<file path="config.mk">
export PLATFORM = sky130hd
export DESIGN_NAME = line_demux_scanner
export DESIGN_NICKNAME = d
export VERILOG_FILES = /design/src/rtl/irrigation_display_pkg.sv /design/src/rtl/phase_counter.sv /design/src/rtl/line_demux_scanner.sv
export SDC_FILE = /design/constraint.sdc
export NUM_CORES = 1
export LEC_CHECK = 0
export CAP_MARGIN = 20
export CORE_UTILIZATION = 27
export DETAILED_ROUTE_END_ITERATION = 8
export GPL_ROUTABILITY_DRIVEN = 0
export PLACE_DENSITY = 0.55
export SETUP_SLACK_MARGIN = 0.3
export SLEW_MARGIN = 20
export SYNTH_ARGS = -nofsm -noshare
export SYNTH_HDL_FRONTEND = slang
export SYNTH_HIERARCHICAL = 1
export SYNTH_SLANG_ARGS = --single-unit
export TNS_END_PERCENT = 1
</file>
<file path="constraint.sdc">
create_clock -name clock -period 2.5 [get_ports clock]
set_clock_uncertainty 0.1 [all_clocks]
set_input_delay 0.75 -clock clock [delete_from_list [all_inputs] [get_ports clock]]
set_output_delay 0.75 -clock clock [all_outputs]
set_load 0.01 [all_outputs]
</file>
<file path="src/rtl/irrigation_display_pkg.sv">
// Shared types and constants for the irrigation display line multiplexer and its scanner.
package irrigation_display_pkg;

    localparam int unsigned LINE_W = 7;

    localparam logic SEL_N = 1'b0;
    localparam logic SEL_R = 1'b1;

    typedef enum logic [1:0] {
        StIdle,
        StSettle,
        StSample,
        StHold
    } scan_state_e;

endpackage

</file>
<file path="src/rtl/phase_counter.sv">
// Per-phase cycle counter with clear/increment and terminal compares for settle and dwell.
module phase_counter #(
    parameter int unsigned DWELL_CYCLES  = 50000,
    parameter int unsigned SETTLE_CYCLES = 4
) (
    input  logic clock,
    input  logic reset,
    input  logic clear,
    input  logic inc,
    output logic at_settle,
    output logic at_dwell
);

    localparam int unsigned CntW = $clog2(DWELL_CYCLES);

    logic [CntW-1:0] cnt_d, cnt_q;

    always_comb begin
        cnt_d = cnt_q;
        if (clear) begin
            cnt_d = '0;
        end else if (inc) begin
            cnt_d = cnt_q + CntW'(1);
        end
    end

    always_ff @(posedge clock) begin
        if (reset) begin
            cnt_q <= '0;
        end else begin
            cnt_q <= cnt_d;
        end
    end

    assign at_settle = (cnt_q == CntW'(SETTLE_CYCLES - 1));
    assign at_dwell  = (cnt_q == CntW'(DWELL_CYCLES - 1));

endmodule

</file>
<file path="src/rtl/line_demux_scanner.sv">
// Drives the line-mux selector and demultiplexes the shared line bus into the n and r banks,
// sampling only after the bus has had SETTLE_CYCLES to follow a selector change.
module line_demux_scanner #(
    parameter int unsigned LINE_W        = irrigation_display_pkg::LINE_W,
    parameter int unsigned DWELL_CYCLES  = 50000,
    parameter int unsigned SETTLE_CYCLES = 4
) (
    input  logic              clock,
    input  logic              reset,
    input  logic              enable,
    input  logic [LINE_W-1:0] lines_in,
    output logic              selector,
    output logic [LINE_W-1:0] lines_n,
    output logic [LINE_W-1:0] lines_r,
    output logic              valid_n,
    output logic              valid_r,
    output logic              frame_done
);

    import irrigation_display_pkg::*;

    scan_state_e       state_d, state_q;
    logic              sel_d, sel_q;
    logic [LINE_W-1:0] lines_n_d, lines_n_q;
    logic [LINE_W-1:0] lines_r_d, lines_r_q;
    logic              valid_n_d, valid_n_q;
    logic              valid_r_d, valid_r_q;
    logic              cnt_clear, cnt_inc;
    logic              at_settle, at_dwell;

    phase_counter #(
        .DWELL_CYCLES  (DWELL_CYCLES),
        .SETTLE_CYCLES (SETTLE_CYCLES)
    ) u_phase_counter (
        .clock     (clock),
        .reset     (reset),
        .clear     (cnt_clear),
        .inc       (cnt_inc),
        .at_settle (at_settle),
        .at_dwell  (at_dwell)
    );

    always_comb begin
        state_d   = state_q;
        sel_d     = sel_q;
        lines_n_d = lines_n_q;
        lines_r_d = lines_r_q;
        valid_n_d = 1'b0;
        valid_r_d = 1'b0;
        cnt_clear = 1'b0;
        cnt_inc   = 1'b0;

        // The sample edge captures even if enable drops on the same edge.
        if (state_q == StSample) begin
            if (sel_q == SEL_N) begin
                lines_n_d = lines_in;
                valid_n_d = 1'b1;
            end else begin
                lines_r_d = lines_in;
                valid_r_d = 1'b1;
            end
        end

        if (!enable) begin
            state_d   = StIdle;
            sel_d     = SEL_N;
            cnt_clear = 1'b1;
        end else begin
            unique case (state_q)
                StIdle: begin
                    sel_d     = SEL_N;
                    cnt_clear = 1'b1;
                    state_d   = StSettle;
                end
                StSettle: begin
                    cnt_inc = 1'b1;
                    if (at_settle) begin
                        state_d = StSample;
                    end
                end
                StSample: begin
                    cnt_inc = 1'b1;
                    state_d = StHold;
                end
                StHold: begin
                    if (at_dwell) begin
                        sel_d     = ~sel_q;
                        cnt_clear = 1'b1;
                        state_d   = StSettle;
                    end else begin
                        cnt_inc = 1'b1;
                    end
                end
                default: begin
                    state_d   = StIdle;
                    sel_d     = SEL_N;
                    cnt_clear = 1'b1;
                end
            endcase
        end
    end

    always_ff @(posedge clock) begin
        if (reset) begin
            state_q   <= StIdle;
            sel_q     <= SEL_N;
            lines_n_q <= '0;
            lines_r_q <= '0;
            valid_n_q <= 1'b0;
            valid_r_q <= 1'b0;
        end else begin
            state_q   <= state_d;
            sel_q     <= sel_d;
            lines_n_q <= lines_n_d;
            lines_r_q <= lines_r_d;
            valid_n_q <= valid_n_d;
            valid_r_q <= valid_r_d;
        end
    end

    assign selector   = sel_q;
    assign lines_n    = lines_n_q;
    assign lines_r    = lines_r_q;
    assign valid_n    = valid_n_q;
    assign valid_r    = valid_r_q;
    // An r capture always closes a frame because the scan starts on the n phase.
    assign frame_done = valid_r_q;

endmodule

</file>
==> qor.yml, run 1 <==
cap_violations: 0
seqPwrFrac_pct: 47.9
layout_common_cells: "35 x nand2_1, 33 x dfxtp_1, 27 x clkdlybuf4s50_1"
path_class: "reg -> reg"
wl_per_cell_um: 13.21
rows: 28
area_growth_pct: 34.88
period_share_pct: 91.14
n_antenna_cell: 0
grt_max_degree: 14
max_slew_margin_pct: 65.30
antenna_found_initial: 0
hp-start: "lines_n[3]$_SDFFE_PP0P_"
critPathMaxStageDelay_ns: 0.34
r2r_start: "u_phase_counter/cnt_q[4]$_SDFFE_PP0P_"
clock.fmax_ghz: 0.4389
cp-end-kind: "flop"
switchingPower_w: 0.0002544
critical_path.slowest_cell: "dfxtp_2"
drc_errors: 0
crit_family: "simple AND/OR/NAND/NOR gates"
synth_warnings: 6
track_usage_pct: 13.77
antenna_left: 0
ys_types: 37
hold_path_depth: 2
clock_latency_ns: 0.29
p_leak_nw: 0.8604
initial_core_util_pct: 28.53
nNetsFinal: 255
ys_ff_latch: 35
wirelength_mm: 4.161
hpwl_mm: 3.007
cts_sinks: 35
hold_viol: 0
cp.required_ns: 2.58
whs_endpoint: "lines_n[3]$_SDFFE_PP0P_"
synth_nets: 210
pwr-share-clk_pct: 45.3
syn_area_um2: 1729
setup_viol: 0
num_io_pins: 28
rsz0062_at_grt: "yes"
combPwrFrac_pct: 6.8
die_w_um: 82.03
finalMaxSlewViolations: 0
clk_path_buf_depth: 2
cp_cell_sequence: "nor4_4, nand2_2, nor4_4, and2b_2, nor2_2, nor3b_2, buf_4, buf_4, nand4_1, xor2_1, nor2_1"
worstPathArrival_ns: 2.36
htree_levels: 2
via_count: 1511
synth_area_per_cell_um2: 8.913
cts.clk_slew.worst_paths_ns: 0.08
drive_gt1_share_pct: 20.42
dr.pass1.iters: 4
numCtsBuffers: 5
synth-seq-area-share_pct: 40.52
final_common_cell: "nand2_1"
crit_buf_inv: 2
portBuffers: 27
core_area_um2: 6061
worst-r2r-setup-slack_ns: 0.22
hold_path.class: "reg -> reg"
outcome: "completed"
fin_hold_ws_ns: 0.3542
grt_overflow: 0
r2r_cells: 11
powerDensity_nw_per_um2: 505.0
holdBufCountCts: 0
routed_via_density: 4.797
finalCriticalPeriod_ns: 2.278
fin_ws_ns: 0.2215
vdd_drop_max_v: 0.0002816
tightest_slew_ns: 0.5186
internal-power_w: 0.0009233
worstPathMaxFanout: 5
r2r-end: "u_phase_counter/cnt_q[4]$_SDFFE_PP0P_"
cp-start-kind: "flop"
dieArea_um2: 6728
drt_iter0_drc: 78
synthCells: 194
grt_pass1_wl_mm: 6.837
root_buffer: "clkbuf_8"
grt_pass1_vias: 1378
place_ws_ns: -0.02497
cts_tree: "yes"
p_sw_share_pct: 21.60
fp.dieH_um: 82.03
-- power by group through the flow --
stage	clock, W	combinational [W]	sequential, W
6_report	0.000534	0.0000799	0.000564
5_1_grt	0.000570	0.0000877	0.000565
4_1_cts	0.000552	0.0000786	0.000564
3_5_place_dp	0	0.0000782	0.000577
3_3_place_gp	0	0.0000781	0.000577
2_1_floorplan	0	0.0000392	0.000578
-- metal layers --
layer | up-vias | GRT usage (%) | routed length (um)
met3 | 5 | 3.111 | 152
met4 | 0 | 8.772 | 85
met1 | 705 | 18.56 | 2045
li1 | 773 | - | -
met2 | 28 | 19.50 | 1878
met5 | - | 0 | 0
-- final cells by class --
class / count / area (um^2)
tap: 75 / 93.84
timing repair buffer: 49 / 435.4
clock buffer: 6 / 82.58
multi-input combinational: 145 / 970.9
fill: 611 / 3729
inverter: 3 / 11.26
clock inverter: 2 / 35.03
sequential: 35 / 703.2
-- cell families after synthesis --
group | share of synthesized area, %
and+or+nand+nor | 32.78
DFF | 40.52
AOI/OAI and AO/OA | 11.29
buffers and inverters | 5.571
muxes | 3.473
adders and majority gates | 4.341
xor gates and xnor gates | 2.026
-- worst max-delay path by stage --
stage	start	endpoint	slack, ns	cells after the start
after global placement	enable	u_phase_counter/cnt_q[15]$_SDFFE_PP0P_	0.05	6
after CTS	u_phase_counter/cnt_q[0]$_SDFFE_PP0P_	u_phase_counter/cnt_q[9]$_SDFFE_PP0P_	0.26	10
after floorplan	u_phase_counter/cnt_q[1]$_SDFFE_PP0P_	u_phase_counter/cnt_q[15]$_SDFFE_PP0P_	0.30	10
after global routing	u_phase_counter/cnt_q[4]$_SDFFE_PP0P_	u_phase_counter/cnt_q[4]$_SDFFE_PP0P_	0.07	11
after detailed placement	enable	u_phase_counter/cnt_q[11]$_SDFFE_PP0P_	-0.02	6
final	u_phase_counter/cnt_q[4]$_SDFFE_PP0P_	u_phase_counter/cnt_q[4]$_SDFFE_PP0P_	0.22	11
-- flip-flops by register name, summed over array words and instances, names as in the netlist --
register and cells:
frame_done 1, selector 1, lines_n 7, valid_n 1
state_q 2, lines_r 7, u_phase_counter/cnt_q 16
-- synth_stat cells (all sizes together) --
| cell type | count | area [um^2] |
|---|---|---|
| and2b | 2 | 16.27 |
| or2 | 1 | 6.260 |
| inv | 3 | 11.26 |
| xnor2 | 1 | 8.760 |
| o211ai | 2 | 15.01 |
| o21a | 1 | 7.510 |
| buf | 10 | 81.33 |
| nand2 | 37 | 141.4 |
| ha | 6 | 75.07 |
| o21ai | 5 | 25.02 |
| clkbuf | 1 | 3.750 |
| or3 | 11 | 68.82 |
| and3b | 1 | 8.760 |
| o41ai | 2 | 17.52 |
| xor2 | 3 | 26.28 |
| nand3 | 9 | 45.04 |
| nor3b | 1 | 12.51 |
| nor2b | 2 | 20.02 |
| nor2 | 11 | 41.29 |
| mux2i | 6 | 60.06 |
| dfxtp | 35 | 700.7 |
| nor4 | 7 | 88.83 |
| a21oi | 21 | 105.1 |
| o311ai | 2 | 17.52 |
| nor4b | 1 | 8.760 |
| nor3 | 2 | 10.01 |
| nand4 | 8 | 86.33 |
| o31ai | 1 | 7.510 |
| nand2b | 2 | 12.51 |
-- worst register-to-register path: stages (launching register included) --
cell,delay (ns)
dfxtp_2,0.34
nor4_4,0.29
nand2_2,0.11
nor4_4,0.31
and2b_2,0.28
nor2_2,0.09
nor3b_2,0.05
buf_4,0.16
buf_4,0.15
nand4_1,0.08
xor2_1,0.16
nor2_1,0.05
-- timing repair --
item                                    CTS  global route
buffers inserted                          2             2
pin swaps                                 2             4
gates resized for setup                   3             5
endpoints found under the setup margin   16            16
-- metrics by stage --
step / cells / TNS [ns] / total power [W] / area [um^2] / util [%]
final: 315 / 0 / 0.001178 / 2332 / 38.48
after global routing: 315 / 0 / 0.001223 / 2332 / 38.48
after CTS: 313 / 0 / 0.001195 / 2302 / 37.99
after detailed placement: 303 / -0.03597 / 0.0006557 / 2153 / 35.53
after global placement: 303 / 0 / 0.0006552 / 2153 / 35.53
after floorplan: 194 / 0 / 0.0006176 / 1739 / -
No activity file was read; power rests on OpenSTA's default activity.
==> run 2: changes to the inputs <==
--- a/config.mk
+++ b/config.mk
@@ -6,10 +6,12 @@
 export NUM_CORES = 1
 export LEC_CHECK = 0
 export CAP_MARGIN = 20
+export CELL_PAD_IN_SITES_DETAIL_PLACEMENT = 0
+export CELL_PAD_IN_SITES_GLOBAL_PLACEMENT = 1
 export CORE_UTILIZATION = 27
 export DETAILED_ROUTE_END_ITERATION = 8
 export GPL_ROUTABILITY_DRIVEN = 0
-export PLACE_DENSITY = 0.55
+export PLACE_DENSITY = 0.66
 export SETUP_SLACK_MARGIN = 0.3
 export SLEW_MARGIN = 20
 export SYNTH_ARGS = -nofsm -noshare
==> run 2 against run 1 <==
  * Worst setup slack improved by 0.034 ns
  * Wire length decreased by 2.1%
  * Hold slack better by 0.0040 ns
  * Sequential power hardly changed
  * Final cell count shrank 1.6%
  * Critical path depth shrank 1
  * Global-route usage down 0.76 points
  * Sequential share of layout area increased by 0.52 points
  * Via count fell by 0.26%
  * First-iteration DRC count down 29%
  * Critical endpoint is now u_phase_counter/cnt_q[14]$_SDFFE_PP0P_
  * Largest cell class unchanged
==> qor.yml, run 2 (same netlist as run 1, synthesis figures left out) <==
outcome: "completed"
cp-end-kind: "flop"
hpwl_mm: 2.954
grt_overflow: 0
critPathLaunch: "u_phase_counter/cnt_q[0]$_SDFFE_PP0P_"
routed_via_density: 4.861
drt_iter0_drc: 55
clock_latency_ns: 0.30
cp_cell_sequence: "ha_2, nand4_1, nor4_4, and2b_2, nor2_2, nor3b_2, buf_6, nand4_1, nor4_4, mux2i_1"
rsz0062_at_grt: "yes"
via_count: 1507
n_antenna_cell: 0
top_register: "u_phase_counter/cnt_q"
max_slew_margin_pct: 66.77
hold_path.class: "reg -> reg"
dr.pass1.iters: 4
crit_cells: 10
initial_core_util_pct: 28.53
cts_tree: "yes"
rows: 28
wl_per_cell_um: 13.15
cp.required_ns: 2.62
crit_buf_inv: 1
path_class: "reg -> reg"
vdd_drop_max_v: 0.0002637
tightest_slew_ns: 0.4966
critPathMaxStageDelay_ns: 0.33
numCtsBuffers: 5
cts.clk_slew.worst_paths_ns: 0.08
die_w_um: 82.03
dpl_cell_area_um2: 2123
root_buffer: "clkbuf_8"
setup_viol: 0
fillCellCount: 622
cp-start-kind: "flop"
crit_family: "simple AND/OR/NAND/NOR gates"
p_leak_nw: 0.8393
antenna_found_initial: 0
critical_path.slowest_cell: "dfxtp_2"
powerDensity_nw_per_um2: 454.8
portBuffers: 27
htree_levels: 2
grt_max_degree: 20
worst-r2r-setup-slack_ns: 0.26
clock.fmax_ghz: 0.4455
track_usage_pct: 13.01
r2r_cells: 10
area_growth_pct: 33.07
finalMaxSlewViolations: 0
r2r_start: "u_phase_counter/cnt_q[0]$_SDFFE_PP0P_"
dieArea_um2: 6728
layout_common_cells: "34 x nand2_1, 33 x dfxtp_1, 27 x clkdlybuf4s50_1"
endpoint: "u_phase_counter/cnt_q[14]$_SDFFE_PP0P_"
nNetsFinal: 250
drc_errors: 0
fp.dieH_um: 82.03
final_common_cell: "nand2_1"
holdBufCountCts: 0
cts_sinks: 35
drive_gt1_share_pct: 20.00
stdcell_count: 310
period_share_pct: 89.80
grt_pass1_vias: 1366
antenna_left: 0
clk_path_buf_depth: 2
cap_violations: 0
hold_viol: 0
dp_cells: 299
wirelength_mm: 4.075
grt_pass1_wl_mm: 6.596
r2r-end: "u_phase_counter/cnt_q[14]$_SDFFE_PP0P_"
worstPathArrival_ns: 2.37
largest_reg_flops: 16
worstPathMaxFanout: 7
finalCriticalPeriod_ns: 2.245
design_area_um2: 2301
num_io_pins: 28
core_area_um2: 6061
## run 2: routing by layer
| metal | routed length [um] | share of wire [%] | global-route usage, % |
|---|---|---|---|
| met3 | 146 | 3.6 | 3.111 |
| met1 | 1955 | 48 | 17.11 |
| met5 | 0 | 0 | 0 |
| met2 | 1882 | 46 | 19.75 |
| met4 | 91 | 2.2 | 6.316 |
## run 2: worst min-delay path by stage
stage	start	endpoint	slack, ns	cells past startpoint
5_1_grt	lines_n[5]$_SDFFE_PP0P_	lines_n[5]$_SDFFE_PP0P_	0.39	2
6_report	lines_n[6]$_SDFFE_PP0P_	lines_n[6]$_SDFFE_PP0P_	0.36	2
4_1_cts	lines_n[0]$_SDFFE_PP0P_	lines_n[0]$_SDFFE_PP0P_	0.36	2
3_3_place_gp	lines_n[6]$_SDFFE_PP0P_	lines_n[6]$_SDFFE_PP0P_	0.34	2
2_1_floorplan	u_phase_counter/cnt_q[13]$_SDFFE_PP0P_	u_phase_counter/cnt_q[13]$_SDFFE_PP0P_	0.36	2
3_5_place_dp	lines_n[0]$_SDFFE_PP0P_	lines_n[0]$_SDFFE_PP0P_	0.35	2
## run 2: power by group
part	total, W	switching, W	internal [W]
logic	0.0000773	0.0000401	0.0000372
registers	0.000564	0.00000305	0.000560
clock network	0.000406	0.000215	0.000191
## run 2: layout make-up
type                            instances  area (um^2)  share of cell area (%)
Clock buffer                            5        68.82                   2.991
Clock inverter                          3        15.01                  0.6525
Inverter                                3        11.26                  0.4894
Multi-Input combinational cell        146         1008                   43.83
Sequential cell                        35        705.7                   30.67
Tap cell                               75        93.84                   4.078
Timing Repair Buffer                   43        397.9                   17.29
## run 2: timing repair
| item | CTS | global route |
|---|---|---|
| endpoints found under the setup margin | 16 | 16 |
| pin swaps | 1 | 8 |
| setup buffers | 0 | 2 |
| gates resized for setup | 3 | 15 |
| gates cloned | 0 | 1 |
## run 2: tightest hold or removal path, stage by stage, from the launching register on
cell and delay (ns):
dfxtp_1 0.31, nand2_1 0.05, a21oi_1 0.05
## run 2: through the flow
stage                      power, W  hold WS (ns)  worst slack, ns  util [%]  TNS [ns]
after detailed placement  0.0006522        0.3478         -0.02608     35.03  -0.07068
after global routing       0.001088        0.3869           0.1424     37.96         0
after CTS                  0.001057        0.3582           0.2544     36.52         0
after floorplan           0.0006176        0.3569           0.3031         -         0
final                      0.001046        0.3583           0.2551     37.96         0
after global placement    0.0006527        0.3450          0.02097     35.03         0
==> run 3: changes to the inputs <==
--- a/config.mk
+++ b/config.mk
@@ -5,7 +5,6 @@
 export SDC_FILE = /design/constraint.sdc
 export NUM_CORES = 1
 export LEC_CHECK = 0
-export CAP_MARGIN = 20
 export CELL_PAD_IN_SITES_DETAIL_PLACEMENT = 0
 export CELL_PAD_IN_SITES_GLOBAL_PLACEMENT = 1
 export CORE_UTILIZATION = 27
==> results of run 3 <==
No change in the layout: final DEF, timing and power equal those of run 2.
